$ cat config.mk
export PLATFORM = sky130hd
export DESIGN_NAME = pipe_phy_responder
export DESIGN_NICKNAME = d
export VERILOG_FILES = /design/src/rtl/pipe_phy_pkg.sv /design/src/rtl/phy_latency_counter.sv /design/src/rtl/pipe_phy_responder.sv
export SDC_FILE = /design/constraint.sdc
export NUM_CORES = 1
export LEC_CHECK = 0
export BUFFER_PORTS_ARGS = -buffer_cell sky130_fd_sc_hd__buf_2
export CAP_MARGIN = 20
export CORE_ASPECT_RATIO = 1.25
export CORE_MARGIN = 10
export CORE_UTILIZATION = 38
export CTS_BUF_LIST = sky130_fd_sc_hd__clkbuf_8
export CTS_CLUSTER_SIZE = 40
export DETAILED_ROUTE_END_ITERATION = 8
export MAX_ROUTING_LAYER = met4
export PLACE_DENSITY = 0.82
export SETUP_SLACK_MARGIN = 0.1
export SYNTH_ARGS = -nofsm -noshare
export SYNTH_HDL_FRONTEND = slang
export SYNTH_SLANG_ARGS = --single-unit
export TNS_END_PERCENT = 100
$ cat constraint.sdc
create_clock -name CLK -period 2.2 [get_ports CLK]
set_input_delay 0.55 -clock CLK [delete_from_list [all_inputs] [get_ports CLK]]
set_output_delay 0.55 -clock CLK [all_outputs]
set_load 0.02 [all_outputs]
$ cat src/rtl/pipe_phy_pkg.sv
// Shared definitions for the behavioural PIPE PHY responder.
//   - power-state encodings carried on PowerDown / CurrentPowerDown
//   - per-lane RxStatus codes returned on receiver detect
//   - FSM state encoding used by pipe_phy_responder
package pipe_phy_pkg;

  localparam logic [3:0] P0  = 4'd0;
  localparam logic [3:0] P0S = 4'd1;
  localparam logic [3:0] P1  = 4'd2;
  localparam logic [3:0] P2  = 4'd3;

  localparam logic [2:0] RXSTAT_OK       = 3'b000;
  localparam logic [2:0] RXSTAT_DETECTED = 3'b011;

  typedef logic [2:0] phy_state_t;

  localparam phy_state_t ST_RESET_WAIT  = 3'd0;
  localparam phy_state_t ST_IDLE        = 3'd1;
  localparam phy_state_t ST_PD_BUSY     = 3'd2;
  localparam phy_state_t ST_RATE_BUSY   = 3'd3;
  localparam phy_state_t ST_DET_BUSY    = 3'd4;
  localparam phy_state_t ST_DET_RELEASE = 3'd5;

  // Encodings above P2 are not real power states and never cause a transition.
  function automatic logic pd_valid(input logic [3:0] pd);
    return pd <= P2;
  endfunction

  // Receiver only sees the far end in the active states.
  function automatic logic pd_active(input logic [3:0] pd);
    return (pd == P0) || (pd == P0S);
  endfunction

endpackage

$ cat src/rtl/phy_latency_counter.sv
// 8-bit load/decrement counter shared by every timed state of the responder.
//   clk        : clock
//   rst_n      : asynchronous active-low reset (count clears to 0)
//   load       : load load_value this cycle (takes priority over decrement)
//   load_value : value to load
//   done       : count is 1, i.e. the next edge is the completion edge
//   empty      : count is 0 (nothing in flight)
module phy_latency_counter (
  input  logic       clk,
  input  logic       rst_n,
  input  logic       load,
  input  logic [7:0] load_value,
  output logic       done,
  output logic       empty
);

  logic [7:0] count;

  always_ff @(posedge clk or negedge rst_n) begin
    if (!rst_n) begin
      count <= 8'd0;
    end else if (load) begin
      count <= load_value;
    end else if (count != 8'd0) begin
      count <= count - 8'd1;
    end
  end

  // Loading LAT at edge T makes done true before edge T+LAT.
  assign done  = (count == 8'd1);
  assign empty = (count == 8'd0);

endmodule

$ cat src/rtl/pipe_phy_responder.sv
// Behavioural PHY-side PIPE responder (control path only, no data lanes).
//   CLK, lpreset        : clock, asynchronous active-low reset
//   TxDetectRx_Loopback : receiver-detect request per lane
//   TxElecIdle          : transmitter electrical idle (lane 0 qualifies detect)
//   PowerDown           : requested power state, lane 0 field decoded
//   Rate                : requested rate
//   RxConnected         : far-end receiver present per lane
//   PhyStatus           : reset status / one-cycle completion pulse, all lanes equal
//   RxStatus            : 3-bit status per lane, detect result during the pulse
//   RxElectricalIdle    : receiver idle per lane
//   CurrentPowerDown    : power state in effect
//   CurrentRate         : rate in effect
module pipe_phy_responder
  import pipe_phy_pkg::*;
#(
  parameter int unsigned LANESNUMBER    = 16,
  parameter int unsigned RESET_CYCLES   = 8,
  parameter int unsigned DETECT_LATENCY = 8,
  parameter int unsigned PD_LATENCY     = 4,
  parameter int unsigned RATE_LATENCY   = 16
) (
  input  logic                     CLK,
  input  logic                     lpreset,
  input  logic [LANESNUMBER-1:0]   TxDetectRx_Loopback,
  input  logic [LANESNUMBER-1:0]   TxElecIdle,
  input  logic [4*LANESNUMBER-1:0] PowerDown,
  input  logic [3:0]               Rate,
  input  logic [LANESNUMBER-1:0]   RxConnected,
  output logic [LANESNUMBER-1:0]   PhyStatus,
  output logic [3*LANESNUMBER-1:0] RxStatus,
  output logic [LANESNUMBER-1:0]   RxElectricalIdle,
  output logic [3:0]               CurrentPowerDown,
  output logic [3:0]               CurrentRate
);

  phy_state_t               state_q, state_d;
  logic [LANESNUMBER-1:0]   phy_q, phy_d;
  logic [3*LANESNUMBER-1:0] rx_q, rx_d;
  logic [3:0]               pd_q, pd_d;
  logic [3:0]               rate_q, rate_d;
  logic [3:0]               target_q, target_d;   // PD or rate value captured at acceptance
  logic                     load;
  logic [7:0]               load_value;
  logic                     cnt_done, cnt_empty;

  logic [3:0] pd_req;
  logic       pd_change, rate_change, det_req;
  logic       unused_inputs;

  assign pd_req      = PowerDown[3:0];
  assign pd_change   = pd_valid(pd_req) && (pd_req != pd_q);
  assign rate_change = (Rate != rate_q);
  assign det_req     = (pd_q == P1) && TxElecIdle[0] && (|TxDetectRx_Loopback);
  // Only lane 0 of TxElecIdle / PowerDown is decoded; lanes move together.
  assign unused_inputs = ^{TxElecIdle, PowerDown};

  phy_latency_counter u_counter (
    .clk        (CLK),
    .rst_n      (lpreset),
    .load       (load),
    .load_value (load_value),
    .done       (cnt_done),
    .empty      (cnt_empty)
  );

  always_comb begin
    state_d    = state_q;
    phy_d      = '0;
    rx_d       = '0;
    pd_d       = pd_q;
    rate_d     = rate_q;
    target_d   = target_q;
    load       = 1'b0;
    load_value = 8'd0;
    unique case (state_q)
      ST_RESET_WAIT: begin
        phy_d = '1;
        // Counter is 0 on the first edge after reset: that edge either finishes
        // (RESET_CYCLES == 1) or arms the remaining RESET_CYCLES-1 edges.
        if (cnt_done || (cnt_empty && (RESET_CYCLES == 1))) begin
          phy_d   = '0;
          state_d = ST_IDLE;
        end else if (cnt_empty) begin
          load       = 1'b1;
          load_value = 8'(RESET_CYCLES - 1);
        end
      end
      ST_IDLE: begin
        if (pd_change) begin
          target_d   = pd_req;
          load       = 1'b1;
          load_value = 8'(PD_LATENCY);
          state_d    = ST_PD_BUSY;
        end else if (rate_change) begin
          target_d   = Rate;
          load       = 1'b1;
          load_value = 8'(RATE_LATENCY);
          state_d    = ST_RATE_BUSY;
        end else if (det_req) begin
          load       = 1'b1;
          load_value = 8'(DETECT_LATENCY);
          state_d    = ST_DET_BUSY;
        end
      end
      ST_PD_BUSY: begin
        if (cnt_done) begin
          pd_d    = target_q;
          phy_d   = '1;
          state_d = ST_IDLE;
        end
      end
      ST_RATE_BUSY: begin
        if (cnt_done) begin
          rate_d  = target_q;
          phy_d   = '1;
          state_d = ST_IDLE;
        end
      end
      ST_DET_BUSY: begin
        if (cnt_done) begin
          phy_d = '1;
          for (int i = 0; i < LANESNUMBER; i++) begin
            rx_d[3*i +: 3] = RxConnected[i] ? RXSTAT_DETECTED : RXSTAT_OK;
          end
          state_d = ST_DET_RELEASE;
        end
      end
      ST_DET_RELEASE: begin
        // Hold off until the request is withdrawn so one request gives one result.
        if (!(|TxDetectRx_Loopback)) begin
          state_d = ST_IDLE;
        end
      end
      default: state_d = ST_RESET_WAIT;
    endcase
  end

  always_ff @(posedge CLK or negedge lpreset) begin
    if (!lpreset) begin
      state_q  <= ST_RESET_WAIT;
      phy_q    <= '1;
      rx_q     <= '0;
      pd_q     <= P1;
      rate_q   <= 4'd0;
      target_q <= 4'd0;
    end else begin
      state_q  <= state_d;
      phy_q    <= phy_d;
      rx_q     <= rx_d;
      pd_q     <= pd_d;
      rate_q   <= rate_d;
      target_q <= target_d;
    end
  end

  assign PhyStatus        = phy_q;
  assign RxStatus         = rx_q;
  assign CurrentPowerDown = pd_q;
  assign CurrentRate      = rate_q;
  assign RxElectricalIdle = ~(RxConnected & {LANESNUMBER{pd_active(pd_q)}});

endmodule

==> flow_summary.yaml, run 1 <==
run_status:
  status: "complete, no violations"
yosys:
  yosysMostFrequentCell: "buf_4"
  synth_warnings: 0
  synth_area_leaders: "dfrtp_1 (43%), buf_4 (16%), and2_1 (4.5%)"
  synth_ff_type: "dfrtp_1"
  synth_commonest_cells: "buf_4 (47), dfrtp_1 (38), nand2_1 (26)"
  yosysUniqueCellTypes: 43
  async_flop_share: 1.000
  synth_area_mm2: 0.002235
  syn_inst: 223
  ys_ff_latch: 40
  synth_top_area_share: 0.4255
  synth_edf_count: 0
  seq_area_frac_synth: 0.4490
  synth_largest_area_cell: "dfrtp_1"
  postSynthAreaPerCell_um2: 10.02
critical_path:
  cp.buffers_inverters: 0
  reg2reg_setup_slack_ns: 0.27
  path_cells: "xnor2_1 -> a311oi_2 -> a21oi_2 -> nand3_1 -> a2bb2oi_1"
  cpLargestDelayFamily: "compound AO/OA/AOI/OAI gates"
  rr_worst_depth: 5
  start_kind: "flip-flop"
  path_max_fanout: 8
  path_depth: 5
  crit_path_top_delay_cell: "dfstp_2"
  worstSetupPathType: "flip-flop to flip-flop"
  slowest_delay_ns: 0.59
  end_kind: "flip-flop"
  arrival_ns: 2.15
  reg2reg_to: "u_counter.count[3]"
  worstReg2RegStart: "CurrentPowerDown[1]"
  required_ns: 2.42
floorplan:
  die_w_um: 88.59
  die_h_um: 105.7
  core_mm2: 0.005741
  initial_core_util: 0.3893
  io_pins: 206
  rows: 31
  dieArea_mm2: 0.009367
global_route:
  overflow: 0
  grt_pass1_vias: 1879
  grt_max_degree: 41
  antenna_found_initial: 0
  grt_pass1_wl_um: 8956
  grtUsageTotal: 0.1209
timing:
  tightest_slew_ns: 0.5839
  tns_ns: 0
  final_hold_viol_count: 0
  finClkSkew_ns: 0.004507
  fin_crit_ns: 1.932
  rsz0062_at_grt: "no"
  worst_slack_ns: 0.2684
  max_freq_mhz: 517.7
  max_slew_margin: 0.6107
  slew_viol_final: 0
  finalCritPeriodShare: 0.8780
  setup-violations-final: 0
route:
  drtPass1Iterations: 4
  wl_per_cell_um: 15.65
  vias_per_cell: 4.739
  via_count: 1777
  wl_um: 5867
  drt-initial-drc-count: 70
  drc_errors: 0
  antenna_left: 0
clocking:
  ctsHtreeMaxLevel: 2
  postCtsHoldBufs: 0
  clock_path_buffers: 2
  cts.clk_slew.worst_paths_ns: 0.08
  cts_sinks: 40
  cts_tree: "built"
  cts_root_buf: "clkbuf_8"
  clock_latency_ns: 0.29
  cts_buffers: 5
power:
  ir_drop_mv: 0.8673
  power.leakage_nw: 1.553
  power_density_mw_per_mm2: 1088
cells_and_area:
  seqCellArea_mm2: 0.001003
  nets: 430
  fillers: 536
  antenna_cells: 0
  multi_input_area_um2: 909.6
  drive_gt1_frac: 0.4563
  area_delta_synth_final_pct: 20.38
placed_design:
  hpwl_um: 4789
  post-place-ws_ns: 0.1397
  buffer_ports.inserted: 114
  gp_congestion: 0.8312
hold_path:
  worstHoldPathType: "primary input to asynchronous set/reset pin"
run:
  max-cap-violations: 0
==> how the worst max path moves through the flow <==
stage	slack (ns)	endpoint	from
5_1_grt	0.12	u_counter.count[2]	CurrentPowerDown[1]
3_3_place_gp	0.19	RxElectricalIdle[15]	CurrentPowerDown[2]
6_report	0.27	u_counter.count[3]	CurrentPowerDown[1]
4_1_cts	0.24	CurrentPowerDown[0]	u_counter.count[5]
2_1_floorplan	0.21	RxElectricalIdle[10]	CurrentPowerDown[2]
3_5_place_dp	0.14	RxElectricalIdle[14]	CurrentPowerDown[2]
==> registers in the layout, summed over array words and instances, names as in the netlist <==
register	count
CurrentPowerDown	4
PhyStatus	1
RxStatus	16
u_counter.count	8
CurrentRate	4
target_q	4
state_q	3
==> report_power, final <==
part           switching, mW  leakage, nW  total, mW  internal, mW
logic                  0.860        0.985       1.39         0.531
clock network          0.247       0.0400      0.462         0.214
registers              0.182        0.528       1.07         0.893
total                   1.29         1.55       2.93          1.64
==> kinds of logic (layout without fill, tap and decap cells) <==
family / count (synthesis) / count (layout) / synth area share
simple gates: 82 / 82 / 0.1949
fa+ha+maj: 3 / 3 / 0.01680
compound gates: 20 / 20 / 0.07223
flops: 40 / 40 / 0.4490
other cells: 1 / 16 / 0.001678
mux: 8 / 8 / 0.04032
xor+xnor: 13 / 13 / 0.05095
buf+inv: 56 / 127 / 0.1741
==> layout by cell type, fill, tap and decap left out, types with 3 or more instances in the layout <==
master,instances
nor4_1,4
a221oi_1,3
inv_1,4
nand3_1,5
mux2_2,8
nand2_1,26
clkbuf_8,5
xnor2_1,11
dfrtp_1,38
nor2_1,11
and3_1,3
o21ai_0,4
conb_1,16
and2_1,16
nor3_1,3
ha_1,3
buf_2,114
==> through the flow <==
step           utilization  area (um2)  hold WS [ns]  std cells  power, mW
6_report            0.4686        2690        0.3147        375      2.927
5_1_grt             0.4686        2690        0.3532        375      3.125
4_1_cts             0.4686        2690        0.3294        375      2.962
3_5_place_dp        0.4499        2582        0.5191        367      2.409
3_3_place_gp        0.4499        2582        0.5145        367      2.365
2_1_floorplan            -        2291        0.2544        238      2.099
==> routing by layer <==
| layer | routed length, um | up-vias | GRT usage |
|---|---|---|---|
| met5 | 0 | - | - |
| met4 | 91 | 0 | 0.03704 |
| met3 | 548 | 8 | 0.03467 |
| met2 | 3205 | 75 | 0.2253 |
| met1 | 2021 | 834 | 0.1147 |
| li1 | - | 860 | - |
==> final cells by class <==
| type | instances | share of cell area |
|---|---|---|
| well taps | 66 | 0.03070 |
| multi-input cells | 142 | 0.3381 |
| flip-flops and latches | 40 | 0.3730 |
| inverters | 4 | 0.005581 |
| clock inverters | 2 | 0.004651 |
| clock buffers | 5 | 0.02558 |
| repair buffers | 116 | 0.2223 |
==> timing repair <==
| action | CTS | global route |
|---|---|---|
| setup endpoints to repair | 16 | 0 |
| resized for setup | 1 | 0 |
| setup buffers | 1 | 0 |
(Power assumes the default switching activity.)
==> inputs of run 2 (changes only) <==
- CORE_UTILIZATION: 38 -> 37
- CTS_BUF_LIST: sky130_fd_sc_hd__clkbuf_8 -> unset
- MAX_ROUTING_LAYER: met4 -> unset
- PLACE_DENSITY: 0.82 -> 0.8
==> run 2 against run 1 <==
Effect of this change: critical path depth stayed put; utilization is 0.43 points lower; non-clock buffer count stayed put; sequential cell count unchanged; setup slack lost 0.031 ns; worst hold slack worse by 0.0077 ns; sequential share of layout area down 0.16 points; sequential power is essentially flat; critical path type unchanged; largest power group unchanged.
==> flow_summary.yaml, run 2 (synthesized netlist as in run 1, its figures left out) <==
timing:
  max_freq_mhz: 509.5
  worst_slack_ns: 0.2372
  final_hold_viol_count: 0
  max_slew_margin: 0.6656
  setup-violations-final: 0
  finalCritPeriodShare: 0.8922
  hold_ws_ns: 0.3071
  tightest_slew_ns: 0.5016
  tns_ns: 0
  rsz0062_at_grt: "no"
  finClkSkew_ns: 0.009731
  slew_viol_final: 0
  fin_crit_ns: 1.963
cells_and_area:
  largest_register_ff_count: 16
  final_common_cell: "buf_2"
  final_cell_mix: "buf_2 (114), dfrtp_1 (38), nand2_1 (26)"
  drive_gt1_frac: 0.4563
  instances_no_fill: 375
  multi_input_area_um2: 920.9
  antenna_cells: 0
  utilization: 0.4643
  seqCellArea_mm2: 0.001003
  fillers: 572
  nets: 430
  area_delta_synth_final_pct: 20.88
floorplan:
  io_pins: 206
  dieArea_mm2: 0.009568
  die_h_um: 106.9
  core_mm2: 0.005818
  initial_core_util: 0.3841
  rows: 31
  die_w_um: 89.51
route:
  wl_um: 5750
  vias_per_cell: 4.747
  wl_per_cell_um: 15.33
  drt-initial-drc-count: 38
  drc_errors: 0
  antenna_left: 0
  via_count: 1780
  drtPass1Iterations: 4
power:
  pwr-share-clk: 0.157
  power_density_mw_per_mm2: 1082
  p_int_mw: 1.643
  power.leakage_nw: 1.555
  swShare: 0.4380
  ir_drop_mv: 0.8255
  p_seq_frac: 0.366
  comb_power_share: 0.477
  p_sw_mw: 1.280
global_route:
  gr-max-usage-layer: "met2"
  gr-usage-met2: 0.2111
  grt_pass1_vias: 1856
  grt_max_degree: 41
  grtUsageTotal: 0.1108
  use_met1: 0.1098
  overflow: 0
  grt_pass1_wl_um: 8576
  antenna_found_initial: 0
  use_met3: 0.03864
placed_design:
  gp_congestion: 0.7979
  buffer_ports.inserted: 114
  dp_cells: 367
  post-place-ws_ns: 0.1410
  hpwl_um: 4847
critical_path:
  worstSetupPathType: "flip-flop to flip-flop"
  start_kind: "flip-flop"
  rr_worst_depth: 5
  end_kind: "flip-flop"
  arrival_ns: 2.13
  reg2reg_setup_slack_ns: 0.24
  required_ns: 2.37
  path_max_fanout: 8
clocking:
  postCtsHoldBufs: 0
  cts_tree: "built"
  clock_latency_ns: 0.29
  clock_path_buffers: 2
  cts_sinks: 40
  cts_root_buf: "clkbuf_8"
  cts.clk_slew.worst_paths_ns: 0.07
  ctsHtreeMaxLevel: 2
  cts_buffers: 5
run_status:
  status: "complete, no violations"
hold_path:
  worstHoldPathType: "primary input to asynchronous set/reset pin"
run:
  max-cap-violations: 0
==> run 2: worst paths after layout <==
path | start | end
worst max-delay path | CurrentPowerDown[1] | u_counter.count[2]
worst min-delay path | lpreset | RxStatus[19]
worst max register to register | CurrentPowerDown[1] | u_counter.count[2]
worst min register to register | target_q[3] | target_q[3]
max in group asynchronous | lpreset | PhyStatus[14]
min in group CLK | RxConnected[14] | RxStatus[43]
==> run 2: metrics by stage <==
stage | cell area (um2) | total power, mW
floorplan | 2291 | 2.099
global placement | 2582 | 2.375
detailed placement | 2582 | 2.408
CTS | 2690 | 2.950
global route | 2701 | 3.123
finish | 2701 | 2.923
==> run 2: what timing repair did <==
action,CTS,global route
setup endpoints to repair,16,2
buffers inserted,1,0
hold endpoints to repair,0,0
gates resized for setup,1,1
pin swaps,1,0
==> run 2: layout make-up <==
class / count / area share
clock inverters: 2 / 0.004632
multi-input cells: 142 / 0.3409
inverters: 4 / 0.005558
flip-flops and latches: 40 / 0.3715
repair buffers: 116 / 0.2214
well taps: 66 / 0.03057
clock buffers: 5 / 0.02547
==> run 2: power groups by stage <==
stage | sequential (mW) | clock [mW] | combinational, mW
2_1_floorplan | 1.08 | 0 | 1.02
3_3_place_gp | 1.07 | 0 | 1.31
3_5_place_dp | 1.08 | 0 | 1.33
4_1_cts | 1.07 | 0.475 | 1.40
5_1_grt | 1.10 | 0.506 | 1.52
6_report | 1.07 | 0.460 | 1.39
==> run 2: metal layers <==
metal,share of wire,wire length [um]
met1,0.36,2044
met2,0.54,3127
met3,0.092,530
met4,0.0083,48
met5,0,0
==> run 2: worst max-delay path, stage by stage, from the launching register on <==
cell,delay (ns)
dfstp_2,0.61
xnor2_1,0.19
a311oi_4,0.19
a21oi_2,0.38
nand2_1,0.15
o311ai_0,0.32
==> inputs of run 3 (changes only) <==
- ABC_AREA: unset -> 1
- CORE_UTILIZATION: 37 -> 39
- SYNTH_HIERARCHICAL: unset -> 1
==> run 3 against run 2 <==
Effect of this change: final area grew 16%; worst hold slack improved by 0.0027 ns; clock skew decreased by 0.0079 ns; utilization rose by 1.7 points; critical path depth rose by 1; combinational power increased by 64%; synthesized cell count increased by 58%; total power grew 37%.
==> flow_summary.yaml, run 3 <==
run_status:
  status: "complete, no violations"
yosys:
  yosysUniqueCellTypes: 33
  synth_warnings: 6
  async_flop_share: 1.000
  synth_largest_area_cell: "dfrtp_1"
  synth_ff_type: "dfrtp_1"
  yosysMostFrequentCell: "nand2_1"
  synth_edf_count: 0
  seq_area_frac_synth: 0.3854
  synth_area_mm2: 0.002604
  synth_commonest_cells: "nand2_1 (113), buf_4 (47), nor2_1 (44)"
  synth_area_leaders: "dfrtp_1 (37%), nand2_1 (16%), buf_4 (14%)"
  syn_inst: 353
  synth_top_area_share: 0.3652
  postSynthAreaPerCell_um2: 7.376
  ys_ff_latch: 40
hold_path:
  worstHoldPathType: "primary input to asynchronous set/reset pin"
cells_and_area:
  instances_no_fill: 534
  final_common_cell: "buf_2"
  area_delta_synth_final_pct: 20.62
  final_cell_mix: "buf_2 (114), nand2_1 (112), nor2_1 (43)"
  drive_gt1_frac: 0.3602
  largest_register_ff_count: 16
  antenna_cells: 0
  nets: 566
route:
  drt-initial-drc-count: 61
  wl_met1_um: 2418
  vias_per_cell: 4.421
  wl_per_cell_um: 12.66
  via_count: 2361
  topRoutingLayerUsed: "met4"
  drc_errors: 0
  wl_met2_um: 3424
  antenna_left: 0
  wl_um: 6761
  wl_met3_um: 837
  drtPass1Iterations: 4
placed_design:
  buffer_ports.inserted: 114
  post-place-ws_ns: -0.009980
  dp_cells: 524
  gp_congestion: 0.8637
  hpwl_um: 5659
critical_path:
  worstSetupPathType: "flip-flop to output pin"
  arrival_ns: 1.41
  end_kind: "output pin"
  start_kind: "flip-flop"
  required_ns: 1.65
  path_max_fanout: 8
timing:
  worst_slack_ns: 0.2373
  max_slew_margin: 0.6568
  tns_ns: 0
  tightest_slew_ns: 0.5148
  final_hold_viol_count: 0
  rsz0062_at_grt: "yes"
  fin_crit_ns: 1.963
  setup-violations-final: 0
  slew_viol_final: 0
  hold_ws_ns: 0.3097
  max_freq_mhz: 509.5
  finClkSkew_ns: 0.001797
  finalCritPeriodShare: 0.8921
global_route:
  grt_max_degree: 41
  grt_pass1_vias: 2389
  grtUsageTotal: 0.1243
  grt_pass1_wl_um: 10770
  antenna_found_initial: 0
  overflow: 0
floorplan:
  core_mm2: 0.006524
  die_h_um: 111.4
  initial_core_util: 0.3991
  io_pins: 206
  die_w_um: 93.08
  rows: 33
  dieArea_mm2: 0.01036
clocking:
  clock_path_buffers: 2
  cts_buffers: 5
  ctsHtreeMaxLevel: 2
  cts_sinks: 40
  cts.clk_slew.worst_paths_ns: 0.07
  cts_tree: "built"
  clock_latency_ns: 0.29
  postCtsHoldBufs: 0
  cts_root_buf: "clkbuf_8"
power:
  total_power_mw: 4.001
  power.leakage_nw: 1.829
  power_density_mw_per_mm2: 1274
  ir_drop_mv: 0.5982
run:
  max-cap-violations: 0
[run 3: cell types whose count changed in the layout (fill, tap and decap cells not counted), moves of 5 or more]
cell / delta
xnor2_1: -9
nand3_1: +6
and2_1: -16
nand2_2: +5
o21ai_0: +11
nand2_1: +86
mux2_2: -8
inv_1: +27
nand2_4: +6
nor2_1: +32
[run 3: kinds of logic after synthesis]
logic type,Yosys count,share of synthesized area
DFF,40,0.3854
buffers and inverters,89,0.1999
adders and majority gates,2,0.009609
xor gates and xnor gates,3,0.01009
and+or+nand+nor,191,0.3263
other,1,0.001440
AOI/OAI and AO/OA,27,0.06727
[run 3: where the power goes]
| part | internal (mW) | switching [mW] | total (mW) | leakage (nW) |
|---|---|---|---|---|
| clock network | 0.336 | 0.249 | 0.586 | 0.0552 |
| registers | 0.936 | 0.197 | 1.13 | 0.526 |
| logic | 0.784 | 1.50 | 2.28 | 1.25 |
[run 3: cell type report]
class | count | area [um2]
clock buffer | 6 | 72.57
inverter | 37 | 141.4
fill | 663 | 3383
clock inverter | 2 | 35.03
tap | 87 | 108.9
timing repair buffer | 120 | 619.3
sequential | 40 | 1003
multi-input combinational | 242 | 1160
[run 3: timing repair]
action | 4_1_cts | 5_1_grt
gates resized for setup | 0 | 7
gates cloned | 0 | 1
setup endpoints to repair | 3 | 12
setup buffers | 1 | 0
pin swaps | 1 | 0
[run 3: worst max-delay path: stages (launching register included)]
cell and delay (ns):
dfrtp_1 0.41, inv_1 0.10, nand2_2 0.08, nor2_4 0.12
buf_6 0.15, nand2_1 0.08, buf_2 0.17
[run 3: final timing paths]
check                           slack, ns              endpoint  cells past startpoint                 from
worst max-delay path                 0.24  RxElectricalIdle[13]                      6  CurrentPowerDown[3]
worst min-delay path                 0.31   CurrentPowerDown[0]                      2              lpreset
worst max register to register       0.27    u_counter/count[2]                     13  CurrentPowerDown[1]
worst min register to register       0.50           target_q[3]                      2          target_q[3]
max in group asynchronous            1.52         PhyStatus[14]                      2              lpreset
min in group CLK                     0.47          RxStatus[40]                      3      RxConnected[13]
[run 3: metrics by stage]
| stage | utilization | area, um2 |
|---|---|---|
| after CTS | 0.4778 | 3117 |
| after global placement | 0.4601 | 3002 |
| after floorplan | - | 2671 |
| final | 0.4814 | 3141 |
| after detailed placement | 0.4601 | 3002 |
| after global routing | 0.4814 | 3141 |
[run 3: per-layer routing]
layer / track usage / up-vias
li1: - / 1192
met2: 0.2337 / 108
met3: 0.06519 / 8
met1: 0.1087 / 1053
met4: 0.04021 / 0
met5: 0 / -
